File: config.mk
export PLATFORM = sky130hd
export DESIGN_NAME = vi_mem_arbiter
export DESIGN_NICKNAME = d
export VERILOG_FILES = /design/src/rtl/vi_mem_arbiter.sv
export SDC_FILE = /design/constraint.sdc
export NUM_CORES = 1
export LEC_CHECK = 0
export CELL_PAD_IN_SITES_DETAIL_PLACEMENT = 0
export CELL_PAD_IN_SITES_GLOBAL_PLACEMENT = 1
export CORE_MARGIN = 5
export CORE_UTILIZATION = 29
export CTS_BUF_LIST = sky130_fd_sc_hd__clkbuf_16
export DETAILED_ROUTE_END_ITERATION = 8
export GPL_TIMING_DRIVEN = 0
export PLACE_DENSITY = 0.66
export SLEW_MARGIN = 40
export SYNTH_ARGS = -nofsm -noshare
export SYNTH_HDL_FRONTEND = slang
export SYNTH_SLANG_ARGS = --single-unit
File: constraint.sdc
create_clock -name clk_i -period 2.6 [get_ports clk_i]
set_input_delay 0.52 -clock clk_i [delete_from_list [all_inputs] [get_ports clk_i]]
set_output_delay 0.52 -clock clk_i [all_outputs]
set_load 0.02 [all_outputs]
File: src/rtl/vi_mem_arbiter.sv
// Memory port arbiter for vi_core: shares one memory port between the instruction-fetch
// and data-cache paths, one transaction at a time, and re-issues reads that time out.
module vi_mem_arbiter #(
  parameter int ADDR_W  = 20,
  parameter int LINE_W  = 128,
  parameter int DATA_W  = 32,
  parameter int DC_PRIO = 0,
  parameter int TIMEOUT = 16
) (
  input  logic              clk_i,
  input  logic              rsn_i,
  input  logic              ic_req_i,
  input  logic [ADDR_W-1:0] ic_addr_i,
  output logic              ic_ack_o,
  output logic [LINE_W-1:0] ic_data_o,
  input  logic              dc_req_i,
  input  logic              dc_we_i,
  input  logic              dc_byte_i,
  input  logic [ADDR_W-1:0] dc_addr_i,
  input  logic [DATA_W-1:0] dc_wdata_i,
  output logic              dc_ack_o,
  output logic [LINE_W-1:0] dc_data_o,
  output logic              mem_read_o,
  output logic [ADDR_W-1:0] mem_read_addr_o,
  input  logic              mem_data_ready_i,
  input  logic [LINE_W-1:0] mem_data_i,
  input  logic [ADDR_W-1:0] mem_addr_i,
  output logic              mem_write_enable_o,
  output logic              mem_write_byte_o,
  output logic [ADDR_W-1:0] mem_write_addr_o,
  output logic [DATA_W-1:0] mem_write_data_o,
  output logic              mem_retry_o
);

  localparam int CNT_W = (TIMEOUT > 2) ? $clog2(TIMEOUT) : 1;
  localparam logic [CNT_W-1:0] CNT_TC = CNT_W'(TIMEOUT - 1);

  typedef enum logic [1:0] {IDLE, RD_WAIT, RESP} state_t;

  state_t              state_q, state_d;
  logic                last_dc_q, last_dc_d;
  logic                own_dc_q, own_dc_d;
  logic [ADDR_W-1:0]   addr_q, addr_d;
  logic [CNT_W-1:0]    cnt_q, cnt_d;
  logic                ic_ack_q, ic_ack_d, dc_ack_q, dc_ack_d;
  logic [LINE_W-1:0]   ic_data_q, ic_data_d, dc_data_q, dc_data_d;
  logic                mem_read_q, mem_read_d;
  logic [ADDR_W-1:0]   mem_read_addr_q, mem_read_addr_d;
  logic                mem_we_q, mem_we_d, mem_wbyte_q, mem_wbyte_d;
  logic [ADDR_W-1:0]   mem_waddr_q, mem_waddr_d;
  logic [DATA_W-1:0]   mem_wdata_q, mem_wdata_d;
  logic                mem_retry_q, mem_retry_d;
  logic                gnt_any, gnt_dc, gnt_wr, rd_hit;

  // Tie goes to whoever was not granted last, unless dc has fixed priority.
  always_comb begin
    gnt_any = ic_req_i | dc_req_i;
    gnt_dc  = dc_req_i && (!ic_req_i || (DC_PRIO != 0) || !last_dc_q);
    gnt_wr  = gnt_dc && dc_we_i;
    rd_hit  = mem_data_ready_i && (mem_addr_i == addr_q);
  end

  always_ff @(posedge clk_i or negedge rsn_i) begin
    if (!rsn_i) begin
      state_q         <= IDLE;
      last_dc_q       <= 1'b0;
      own_dc_q        <= 1'b0;
      addr_q          <= '0;
      cnt_q           <= '0;
      ic_ack_q        <= 1'b0;
      dc_ack_q        <= 1'b0;
      ic_data_q       <= '0;
      dc_data_q       <= '0;
      mem_read_q      <= 1'b0;
      mem_read_addr_q <= '0;
      mem_we_q        <= 1'b0;
      mem_wbyte_q     <= 1'b0;
      mem_waddr_q     <= '0;
      mem_wdata_q     <= '0;
      mem_retry_q     <= 1'b0;
    end else begin
      state_q         <= state_d;
      last_dc_q       <= last_dc_d;
      own_dc_q        <= own_dc_d;
      addr_q          <= addr_d;
      cnt_q           <= cnt_d;
      ic_ack_q        <= ic_ack_d;
      dc_ack_q        <= dc_ack_d;
      ic_data_q       <= ic_data_d;
      dc_data_q       <= dc_data_d;
      mem_read_q      <= mem_read_d;
      mem_read_addr_q <= mem_read_addr_d;
      mem_we_q        <= mem_we_d;
      mem_wbyte_q     <= mem_wbyte_d;
      mem_waddr_q     <= mem_waddr_d;
      mem_wdata_q     <= mem_wdata_d;
      mem_retry_q     <= mem_retry_d;
    end
  end

  always_comb begin
    state_d   = state_q;
    last_dc_d = last_dc_q;
    own_dc_d  = own_dc_q;
    addr_d    = addr_q;
    case (state_q)
      IDLE: begin
        if (gnt_any) begin
          last_dc_d = gnt_dc;
          own_dc_d  = gnt_dc;
          addr_d    = gnt_dc ? dc_addr_i : ic_addr_i;
          state_d   = gnt_wr ? RESP : RD_WAIT;
        end
      end
      RD_WAIT: if (rd_hit) state_d = RESP;
      RESP:    state_d = IDLE;
      default: state_d = IDLE;
    endcase
  end

  // Strobes and acks default low; data and address outputs hold.
  always_comb begin
    cnt_d           = cnt_q;
    ic_ack_d        = 1'b0;
    dc_ack_d        = 1'b0;
    ic_data_d       = ic_data_q;
    dc_data_d       = dc_data_q;
    mem_read_d      = 1'b0;
    mem_read_addr_d = mem_read_addr_q;
    mem_we_d        = 1'b0;
    mem_wbyte_d     = mem_wbyte_q;
    mem_waddr_d     = mem_waddr_q;
    mem_wdata_d     = mem_wdata_q;
    mem_retry_d     = 1'b0;
    case (state_q)
      IDLE: begin
        if (gnt_wr) begin
          mem_we_d    = 1'b1;
          mem_wbyte_d = dc_byte_i;
          mem_waddr_d = dc_addr_i;
          mem_wdata_d = dc_wdata_i;
          dc_ack_d    = 1'b1;
        end else if (gnt_any) begin
          mem_read_d      = 1'b1;
          mem_read_addr_d = gnt_dc ? dc_addr_i : ic_addr_i;
          cnt_d           = '0;
        end
      end
      RD_WAIT: begin
        if (rd_hit) begin
          if (own_dc_q) begin
            dc_data_d = mem_data_i;
            dc_ack_d  = 1'b1;
          end else begin
            ic_data_d = mem_data_i;
            ic_ack_d  = 1'b1;
          end
        end else if (cnt_q == CNT_TC) begin
          mem_read_d  = 1'b1;
          mem_retry_d = 1'b1;
          cnt_d       = '0;
        end else begin
          cnt_d = cnt_q + 1'b1;
        end
      end
      default: ;
    endcase
  end

  assign ic_ack_o           = ic_ack_q;
  assign dc_ack_o           = dc_ack_q;
  assign ic_data_o          = ic_data_q;
  assign dc_data_o          = dc_data_q;
  assign mem_read_o         = mem_read_q;
  assign mem_read_addr_o    = mem_read_addr_q;
  assign mem_write_enable_o = mem_we_q;
  assign mem_write_byte_o   = mem_wbyte_q;
  assign mem_write_addr_o   = mem_waddr_q;
  assign mem_write_data_o   = mem_wdata_q;
  assign mem_retry_o        = mem_retry_q;

endmodule

==> reports/qor.yml <==
yosys:
  yosysSeqAreaShare: 0.6242
  netlist_top_cells_area: "dfrtp_1 (62%), mux2_2 (15%), mux2_4 (9.3%)"
  yosysMostFrequentCell: "dfrtp_1"
  synth-simple-area-share: 0.02334
  synth.cell_area_sq_um: 14470
  synth_top_family_by_area: "multiplexers"
  synthTopCellsByCount: "dfrtp_1 (361), mux2_2 (189), mux2_4 (90), nor2_1 (40), a21oi_1 (39)"
  syn_avg_cell_area_sq_um: 16.03
  synth_seq_cells: 361
  ys.flop_type: "dfrtp_1"
  synth-compound-area-share: 0.02784
  yosysTopAreaCellShare: 0.6242
  synth_cells: 903
  async_flop_share: 1.000
  yosys_warnings: 0
  synth_mux_area_frac: 0.2783
  yosysTopAreaCell: "dfrtp_1"
  synth_xor_area_frac: 0.01210
  synth_fp_nets: 1131
  synth_edf_count: 0
  synth_cell_types: 40
  synth_fa_ha_area_frac: 0.0008645
cts:
  cts_buffer_depth: 3
  clock_latency_ns: 0.56
  clock-sinks: 361
  htree_levels: 2
  cts.clk_slew.worst_paths_ns: 0.06
  ctsRootBufferMaster: "clkbuf_16"
  cts_buffers: 45
  cts_tree: "yes"
floorplan:
  io_pins: 561
  dieArea_sq_um: 54470
  core_sq_um: 49150
  die_h_um: 233.4
  start_util: 0.2944
  rows: 81
  fp.dieW_um: 233.4
sta:
  slew_viol_final: 0
  grt_setup_unrepaired: "yes"
  fmax_ghz: 0.3812
  final-hold-violation-count: 0
  worst_pin_slew_ns: 0.6344
  setup_viol: 29
  finalWorstSetupSlack_ns: -0.02330
  relSlewSlack: 0.5771
  fin_crit_sh: 1.009
  fin_crit_ns: 2.623
  finClkSkew_ns: 0.01645
drt:
  dr.pass1.iters: 4
  totalWireLength_um: 49460
  ant_nets: 0
  via_per_inst: 4.446
  drc: 0
  wl_per_cell_um: 22.10
  drt_iter0_drc: 339
  num_vias: 9950
placed_design:
  dpl.hpwl_um: 36750
  place_congestion: 0.7617
  place_area_sq_um: 21080
  port_buffers: 560
layout:
  n_fill_cell: 4452
  final_area_sq_um: 22940
  drive_above_1_share: 0.2637
  fin_nets: 1766
  areaGrowthSynthToFinish_pct: 58.52
worst_setup_path:
  r2r_slack_ns: -0.01
  path_cells: "clkdlybuf4s50_1, xor2_1, nor4_2, nand4_1, nor3_4, nor3b_4, buf_12, clkbuf_16, clkbuf_16, mux2_4"
  cp_common_cell: "clkbuf_16"
  crit_type: "primary input to flop"
  critPathSlowestCell: "clkdlybuf4s50_1"
  r2r_start: "addr_q[14]$_DFFE_PN0P_"
  path_buf_inv: 4
  crit_path_max_fanout: 6
  cp_top_family: "simple AND/OR/NAND/NOR gates"
  r2r_end: "ic_data_o[73]$_DFFE_PN0P_"
  cp.arrival_ns: 3.06
  max_stage_delay_ns: 0.42
  cp-end-kind: "flop"
  r2r_cells: 9
  worstSetupStartpointType: "primary input"
  required_ns: 3.03
grt:
  grt_max_degree: 71
  grt_pass1_vias: 10940
  grtUsageTotal: 0.1701
  grt_pass1_wl_um: 70550
  antenna_found_initial: 6
  gr-total-overflow: 0
power_and_ir_drop:
  power.leakage_nw: 10.38
  vdd_ir_drop_max_mv: 0.5624
  power_density_nw_per_um2: 730.0
  power_mw: 16.75
hold_path:
  hp-class: "primary input to asynchronous set/reset pin"
flow_run:
  max_cap_viol_count: 0
outcome:
  status: "finished with violations"
  failed_checks: "setup timing"
power breakdown:
part	internal, mW	switching [mW]
registers	6.39	0.453
logic	2.03	2.04
clock network	3.44	2.39
final cells by class:
type	instances	area, sq um	area share
Sequential cell	361	9034	0.3938
Timing Repair Buffer	589	6177	0.2693
Multi-Input combinational cell	491	4997	0.2178
Clock buffer	47	1176	0.05127
Tap cell	664	830.8	0.03621
Buffer	48	510.5	0.02225
Clock inverter	32	198.9	0.008671
Antenna cell	4	10.01	0.0004363
Inverter	2	7.507	0.0003272
metrics by stage:
step / worst slack (ns) / cells / util / hold WS (ns) / TNS, ns
after global routing: -0.1290 / 2236 / 0.4666 / 0.3831 / -12.65
after floorplan: 0.1446 / 903 / - / 0.2244 / 0
after detailed placement: -0.7103 / 2133 / 0.4288 / 0.3563 / -183.46
final: -0.02330 / 2238 / 0.4667 / 0.4110 / -0.2609
after CTS: 0.002689 / 2213 / 0.4572 / 0.3565 / 0
after global placement: -15.61 / 2127 / 0.4254 / 0.4688 / -5808.17
worst max-delay path by stage:
stage	startpoint	end	slack, ns	depth (start not counted)
4_1_cts	addr_q[12]$_DFFE_PN0P_	ic_data_o[111]$_DFFE_PN0P_	0.003	8
3_3_place_gp	rsn_i	mem_write_data_o[13]$_DFFE_PN0P_	-15.61	1
2_1_floorplan	mem_addr_i[5]	ic_data_o[10]$_DFFE_PN0P_	0.14	8
6_report	mem_addr_i[14]	ic_data_o[73]$_DFFE_PN0P_	-0.02	10
3_5_place_dp	ic_req_i	mem_write_addr_o[6]$_DFFE_PN0P_	-0.71	6
5_1_grt	addr_q[14]$_DFFE_PN0P_	ic_data_o[73]$_DFFE_PN0P_	-0.13	9
flip-flops by register name, summed over array words and instances (netlist names):
register and cells:
ic_data_o 128, own_dc_q 1, mem_write_byte_o 1, mem_write_addr_o 20, addr_q 20, mem_read_o 1, ic_ack_o 1, dc_ack_o 1
cnt_q 4, mem_read_addr_o 20, state_q 2, mem_write_enable_o 1, mem_retry_o 1, dc_data_o 128, mem_write_data_o 32
layout by cell type (no fill, tap or decap), types with 3 or more instances in the layout:
cell type / instances
a21oi_1: 39
buf_12: 13
buf_16: 7
buf_4: 8
buf_6: 13
clkbuf_1: 14
clkbuf_16: 59
clkbuf_2: 3
clkdlybuf4s50_1: 559
clkinv_1: 6
clkinv_2: 6
dfrtp_1: 361
diode_2: 4
inv_1: 16
mux2_1: 22
mux2_2: 189
mux2_4: 98
mux2i_1: 21
nand2_1: 9
nand2b_1: 4
nand3_1: 3
nor2_1: 40
o21ai_0: 6
o22ai_1: 17
xnor2_1: 4
xor2_1: 16
worst register-to-register path: stages, from the launching register on:
cell and delay (ns):
dfrtp_1 0.39, xor2_1 0.16, nor4_2 0.34, nand4_1 0.24, nor3_4 0.28, nor3b_4 0.26, buf_12 0.17, clkbuf_16 0.19
clkbuf_16 0.17, mux2_4 0.30
routing by layer:
layer  GRT usage  part of all wire  vias up
met1      0.1945              0.38     5001
li1            -                 -     4481
met5           0           0.00081        -
met4     0.05524             0.021        6
met2      0.2908              0.50      393
met3     0.06953              0.10       69
kinds of logic (layout without fill, tap and decap cells):
logic type,after synthesis,count (layout)
DFF,361,361
AOI/OAI and AO/OA,71,71
adders and majority gates,1,1
muxes,330,330
other,0,4
xor gates and xnor gates,20,20
buffers and inverters,51,718
and+or+nand+nor,69,69
what timing repair did:
action / CTS / global route
endpoints found under the hold margin: 14 / 0
setup endpoints to repair: 276 / 241
hold buffers: 1 / 0
gates cloned: 0 / 13
resized for setup: 2 / 20
pin swaps: 1 / 4
buffers inserted: 1 / 8
No activity file was read; power rests on OpenSTA's default activity.
==> RTL edit 1, RTL diff (same flow settings) <==
The parameter `LINE_W` goes from 128 to 192.
--- a/src/rtl/vi_mem_arbiter.sv
+++ b/src/rtl/vi_mem_arbiter.sv
@@ -3,5 +3,5 @@
 module vi_mem_arbiter #(
   parameter int ADDR_W  = 20,
-  parameter int LINE_W  = 128,
+  parameter int LINE_W  = 192,
   parameter int DATA_W  = 32,
   parameter int DC_PRIO = 0,
Interface: changed (resized dc_data_o, ic_data_o and mem_data_i); port bits go from 561 to 753. The function was not compared with the original's and may differ.
==> RTL edit 1 against the unedited design <==
  * Count of clock-buffer cells in the layout is 9 higher
  * Worst hold slack better by 0.064 ns
  * Non-clock buffer count is 197 higher
  * Wire length rose by 43%
  * Design area up 29%
  * Worst setup slack improved by 0.047 ns
  * Area after synthesis rose by 30%
  * Sequential power up 30%
  * Critical path depth decreased by 1
  * Power rose by 22%
  * Via count rose by 31%
  * Sequential cell count grew 128
  * Critical endpoint is now ic_data_o[144]
  * Largest cell class unchanged
  * Largest power group unchanged
  * Highest routed layer unchanged
==> RTL edit 1: results (changes against the unedited design) <==
[metrics] vias: 13000 (+31%)
[metrics] post-placement cell count: 2787 (+31%)
[metrics] total internal power: 14.7 mW (+24%)
[metrics] non-filler instance count after layout: 2908 (+30%)
[metrics] via count of the first global-routing pass: 14400 (+32%)
[metrics] post-synthesis share of cell area spent on xor and xnor gates: 0.934% (-0.28 points)
[metrics] delay of the slowest critical-path stage: 0.39 ns (-0.03 ns)
[metrics] outcome: completed
[metrics] Psw: 5.72 mW (+17%)
[metrics] reported sequential group power: 8.87 mW (+30%)
[metrics] gp weighted congestion: 0.831 (+9.2%)
[metrics] Peak supply drop: 0.588 mV (+4.5%)
[metrics] starting DRC count in detailed routing: 555 (+64%)
[metrics] Logic pwr share: 20.8% (-3.5 points)
[metrics] GRT Resource Usage Total: 19.2% (+2.2 points)
[metrics] total CTS buffers: 55 (+22%)
[metrics] Worst slew margin: 47.4% (-10 points)
[metrics] pin count of the biggest net entering global routing: 76 (+7.0%)
[metrics] Fill cells: 5785 (+30%)
[metrics] WL final: 70600 um (+43%)
[metrics] Nets: 2293 (+30%)
[metrics] antenna violations before repair: 18 (+12)
[metrics] ratio of cells with drive above 1 in the final layout: 27.8% (+1.4 points)
[metrics] share of the yosys chip area belonging to registers: 65.3% (+2.9 points)
[metrics] area after detailed placement: 27500 sq um (+31%)
[metrics] area share of fa/ha/maj cells after synthesis: 0.0667% (-0.020 points)
[metrics] synthesized instance count: 1173 (+30%)
[metrics] wire length of the first global-routing pass: 100000 um (+42%)
[metrics] worst setup slack before clock tree synthesis: -1.06 ns (-0.352 ns)
[metrics] maximum fanout along the worst path: 10 (+4)
[metrics] Data arrival, critical path: 3.05 ns (about the same)
[metrics] mux cell area share after synthesis: 27.4% (-0.46 points)
[metrics] nets in the synthesized netlist: 1465 (+30%)
[metrics] critical path's slowest cell: dfrtp_1
[metrics] number of distinct library cell variants in the gate-level netlist after synthesis: 39 (-2.5%)
[metrics] detailed placement HPWL: 55700 um (+52%)
[metrics] commonest cells in the synthesized netlist: 489 x dfrtp_1, 428 x mux2_2, 40 x nor2_1
[metrics] final setup skew: 0.0267 ns (+0.0103 ns)
[metrics] compound-gate portion of the synthesized area: 2.15% (-0.63 points)
## RTL edit 1: worst max-delay path: cells and delay by family, from the launching register on
kind,cells,cell delay (ns)
buffers and inverters,3,0.48
flip-flops,1,0.39
AND/OR/NAND/NOR,4,1.07
multiplexers,1,0.34
XOR/XNOR,1,0.17
## RTL edit 1: cell families after synthesis
kind of cell    after synthesis
xor+xnor                     20
compound gates               71
buf+inv                      65
simple gates                 69
mux                         458
flops                       489
fa+ha+maj                     1
## RTL edit 1: path summary, 6_finish.rpt
| path | endpoint | cells past startpoint | start | slack, ns |
|---|---|---|---|---|
| max in group asynchronous | dc_data_o[108] | 5 | rsn_i | 0.65 |
| worst min register to register | dc_data_o[23] | 1 | dc_data_o[23] | 0.48 |
| worst min-delay path | mem_read_addr_o[16] | 2 | rsn_i | 0.48 |
| worst max-delay path | ic_data_o[144] | 9 | addr_q[14] | 0.02 |
| min in group clk_i | dc_data_o[23] | 1 | dc_data_o[23] | 0.48 |
| worst max register to register | ic_data_o[144] | 9 | addr_q[14] | 0.02 |
## RTL edit 1: per-layer routing
metal,GRT usage [%],wire length (um),up-vias
met1,20.4,25400,6561
met5,0,73,-
li1,-,-,5842
met2,34.6,36700,507
met4,6.50,2190,12
met3,7.60,6290,115
## RTL edit 1: final cells by class
type	instances	area, sq um	share of cell area (%)
Timing Repair Buffer	771	7880	26.5
Antenna cell	8	20.0	0.0674
Multi-Input combinational cell	619	6110	20.6
Buffer	63	691	2.32
Tap cell	855	1070	3.60
Clock inverter	45	287	0.965
Inverter	2	7.51	0.0253
Clock buffer	56	1400	4.72
Sequential cell	489	12200	41.2
## RTL edit 1: what timing repair did
item,in CTS,in global routing
setup buffers,4,3
hold endpoints to repair,62,0
gates cloned,0,4
pin swaps,3,4
hold buffers,1,0
resized for setup,23,55
endpoints found under the setup margin,385,379
==> RTL edit 2, RTL diff (same flow settings) <==
Without the edit above. Take the reset off `addr_q`, `ic_data_q`, `dc_data_q`, `mem_read_addr_q`, `mem_waddr_q` and `mem_wdata_q` and load them in a clocked block of their own.
--- a/src/rtl/vi_mem_arbiter.sv
+++ b/src/rtl/vi_mem_arbiter.sv
@@ -66,16 +66,10 @@
       last_dc_q       <= 1'b0;
       own_dc_q        <= 1'b0;
-      addr_q          <= '0;
       cnt_q           <= '0;
       ic_ack_q        <= 1'b0;
       dc_ack_q        <= 1'b0;
-      ic_data_q       <= '0;
-      dc_data_q       <= '0;
       mem_read_q      <= 1'b0;
-      mem_read_addr_q <= '0;
       mem_we_q        <= 1'b0;
       mem_wbyte_q     <= 1'b0;
-      mem_waddr_q     <= '0;
-      mem_wdata_q     <= '0;
       mem_retry_q     <= 1'b0;
     end else begin
@@ -83,18 +77,21 @@
       last_dc_q       <= last_dc_d;
       own_dc_q        <= own_dc_d;
-      addr_q          <= addr_d;
       cnt_q           <= cnt_d;
       ic_ack_q        <= ic_ack_d;
       dc_ack_q        <= dc_ack_d;
-      ic_data_q       <= ic_data_d;
-      dc_data_q       <= dc_data_d;
       mem_read_q      <= mem_read_d;
-      mem_read_addr_q <= mem_read_addr_d;
       mem_we_q        <= mem_we_d;
       mem_wbyte_q     <= mem_wbyte_d;
-      mem_waddr_q     <= mem_waddr_d;
-      mem_wdata_q     <= mem_wdata_d;
       mem_retry_q     <= mem_retry_d;
     end
+  end
+
+  always_ff @(posedge clk_i) begin
+    addr_q          <= addr_d;
+    ic_data_q       <= ic_data_d;
+    dc_data_q       <= dc_data_d;
+    mem_read_addr_q <= mem_read_addr_d;
+    mem_waddr_q     <= mem_waddr_d;
+    mem_wdata_q     <= mem_wdata_d;
   end
 
Behaviour: not the same (a bounded check fails within 4 cycles, from zero or initial values; the reset may be asserted at any time).
==> RTL edit 2 against the unedited design <==
  * The run still ends with negative setup slack left
  * Design area down 11%
  * Maximum frequency shrank 2.0%
  * Sequential cell count did not move
  * Register-to-register slack got worse by 0.05 ns
  * Wire length fell by 24%
  * Worst setup slack got worse by 0.055 ns
  * Area after synthesis fell by 21%
Power is not compared: it rests on default switching activity, and its combinational part moved more than twofold at a synthesized area within 25%.
==> RTL edit 2: results (changes against the unedited design) <==
[metrics] ratio of cells with drive above 1 in the final layout: 13.8% (-13 points)
[metrics] delay of the slowest critical-path stage: 0.60 ns (+0.18 ns)
[metrics] share of the yosys chip area belonging to registers: 93.7% (+31 points)
[metrics] starting DRC count in detailed routing: 341 (+0.59%)
[metrics] Fill cells: 3291 (-26%)
[metrics] non-filler instance count after layout: 1693 (-24%)
[metrics] Max H-tree Level: 2 (unchanged)
[metrics] GRT Resource Usage Total: 16.6% (-0.41 points)
[metrics] Worst slew margin: 48.3% (-9.4 points)
[metrics] post-route setup slack: -0.0780 ns (-0.0547 ns)
[metrics] share of flip-flops with an asynchronous set or reset after synthesis: 3.60% (-96 points)
[metrics] Nets: 1365 (-23%)
[metrics] multi-input gate area in the final layout: 719 sq um (-86%)
[metrics] antenna violations before repair: 5 (-1)
[metrics] WL final: 37700 um (-24%)
[metrics] Ys Warns: 0 (unchanged)
[metrics] met3 routed WL: 4780 um (-5.0%)
[metrics] post-CTS clock slew at the launch and capture registers of the worst setup and hold paths: 0.06 ns (about the same)
[metrics] number of enable-type register cells in the synthesized netlist: 348 (+348)
[metrics] vias: 7021 (-29%)
[metrics] post-placement cell count: 1572 (-26%)
[metrics] leading post-synthesis cells by cell area: edfxtp_1 91%, dfrtp_1 2.8%, mux2_2 2.0%, xor2_1 0.91%, xnor2_1 0.61%
[metrics] CP top delay family: simple AND/OR/NAND/NOR gates
[metrics] uppermost metal layer occupied by signal nets: met5
[metrics] total CTS buffers: 39 (-13%)
[metrics] number of distinct library cell variants in the gate-level netlist after synthesis: 31 (-23%)
[metrics] failing checks: negative setup slack
[metrics] gp weighted congestion: 0.804 (+5.6%)
[metrics] final setup skew: 0.0152 ns (-0.00126 ns)
[metrics] number of search-and-repair iterations in the first detailed-routing pass: 4 (unchanged)
[metrics] routed length on met1: 12300 um (-34%)
[metrics] buffer cell driving the clock tree root: clkbuf_16
[metrics] maximum fanout along the worst path: 6 (unchanged)
[metrics] Max clock buf depth: 3 (unchanged)
[metrics] via count of the first global-routing pass: 7490 (-32%)
[metrics] top cell type's share of synthesized area: 90.9% (+28 points)
[metrics] detailed placement HPWL: 29500 um (-20%)
[metrics] area after detailed placement: 18200 sq um (-14%)
[metrics] Data arrival, critical path: 2.93 ns (-0.13 ns)
[metrics] wire length of the first global-routing pass: 52800 um (-25%)
[metrics] commonest cells in the synthesized netlist: 348 x edfxtp_1, 20 x mux2_2, 13 x dfrtp_1
[metrics] Final TNS setup: -1.31 ns (-1.05 ns)
[metrics] path class of the lowest-slack min-delay path: input pin to async pin
[metrics] count of input and output buffers: 560 (unchanged)
[metrics] critical path's slowest cell: or4_4
[metrics] pin count of the biggest net entering global routing: 41 (-42%)
[metrics] nets in the synthesized netlist: 685 (-39%)
[metrics] count of endpoints failing setup in the final report: 27 (-6.9%)
[metrics] synthesized instance count: 457 (-49%)
[metrics] met2 layer wire length in the routed design: 19800 um (-20%)
[metrics] clock latency on the worst-skew pair: 0.53 ns (-0.03 ns)
[metrics] outcome: finished with violations
[metrics] Psw: 2.52 mW
[RTL edit 2: cell count changes after synthesis, moves of 6 or more]
cell      before  now
mux2_1        30    0
edfxtp_1       0  348
buf_6         14    1
o22ai_1       17    0
nor2_1        40    3
mux2i_1       21    0
a21oi_1       39    3
mux2_2       189   20
dfrtp_1      361   13
clkbuf_1      17    2
inv_1          2    8
mux2_4        90    0
buf_12        11    0
[RTL edit 2: area by class of cell]
| class | count | area share [%] |
|---|---|---|
| flip-flops and latches | 361 | 53.0 |
| repair buffers | 640 | 33.9 |
| clock buffers | 41 | 5.05 |
| multi-input cells | 85 | 3.54 |
| well taps | 525 | 3.23 |
| clock inverters | 30 | 1.07 |
| inverters | 8 | 0.160 |
| plain buffers | 2 | 0.0369 |
| diodes | 1 | 0.0123 |
[RTL edit 2: per-stage QoR]
stage	setup WS (ns)	total power, mW
6_report	-0.0780	12.6
5_1_grt	-0.163	13.1
4_1_cts	-0.405	12.8
3_5_place_dp	-1.55	7.39
3_3_place_gp	-5.21	7.36
2_1_floorplan	-2.53	6.88
[RTL edit 2: final timing paths]
path,slack (ns),to,startpoint,cells after the start
setup reg to reg,-0.06,dc_data_o[100],addr_q[14],10
min in group clk_i,0.48,mem_write_byte_o,mem_write_byte_o,2
hold reg to reg,0.48,mem_write_byte_o,mem_write_byte_o,2
hold / removal,0.37,mem_retry_o,rsn_i,1
max in group asynchronous,1.83,own_dc_q,rsn_i,1
setup / recovery,-0.08,dc_data_o[100],mem_addr_i[7],11
[RTL edit 2: logic make-up after synthesis]
group	count (synthesis)	synth area share, %
compound gates	16	1.01
xor+xnor	20	1.52
fa+ha+maj	1	0.109
buf+inv	11	0.424
flops	361	93.7
mux	20	1.96
simple gates	28	1.27
[RTL edit 2: layer usage]
metal  track usage [%]  up-vias
li1                  -     3219
met1              16.4     3366
met2              30.2      381
met3              9.17       49
met4              4.19        6
met5                 0        -
[RTL edit 2: power groups by stage]
stage / Clock (mW) / Combinational (mW) / Sequential (mW)
final: 5.32 / 0.754 / 6.51
after global routing: 5.77 / 0.811 / 6.52
after CTS: 5.49 / 0.757 / 6.51
after detailed placement: 0 / 0.752 / 6.63
after global placement: 0 / 0.727 / 6.64
after floorplan: 0 / 0.221 / 6.66
[RTL edit 2: timing repair]
action,4_1_cts,5_1_grt
setup buffers,48,11
pin swaps,6,7
cloned,8,2
gates resized for setup,93,10
hold endpoints to repair,0,0
endpoints found under the setup margin,250,255
[RTL edit 2: worst register-to-register path, cell delays in order (launching register included)]
cell and delay [ns]:
edfxtp_1 0.38, xor2_1 0.17, nor4_1 0.28, nand2_1 0.10, or4_4 0.60, nor3_4 0.21
buf_6 0.16, buf_12 0.11, buf_12 0.11, buf_12 0.12, clkbuf_16 0.13
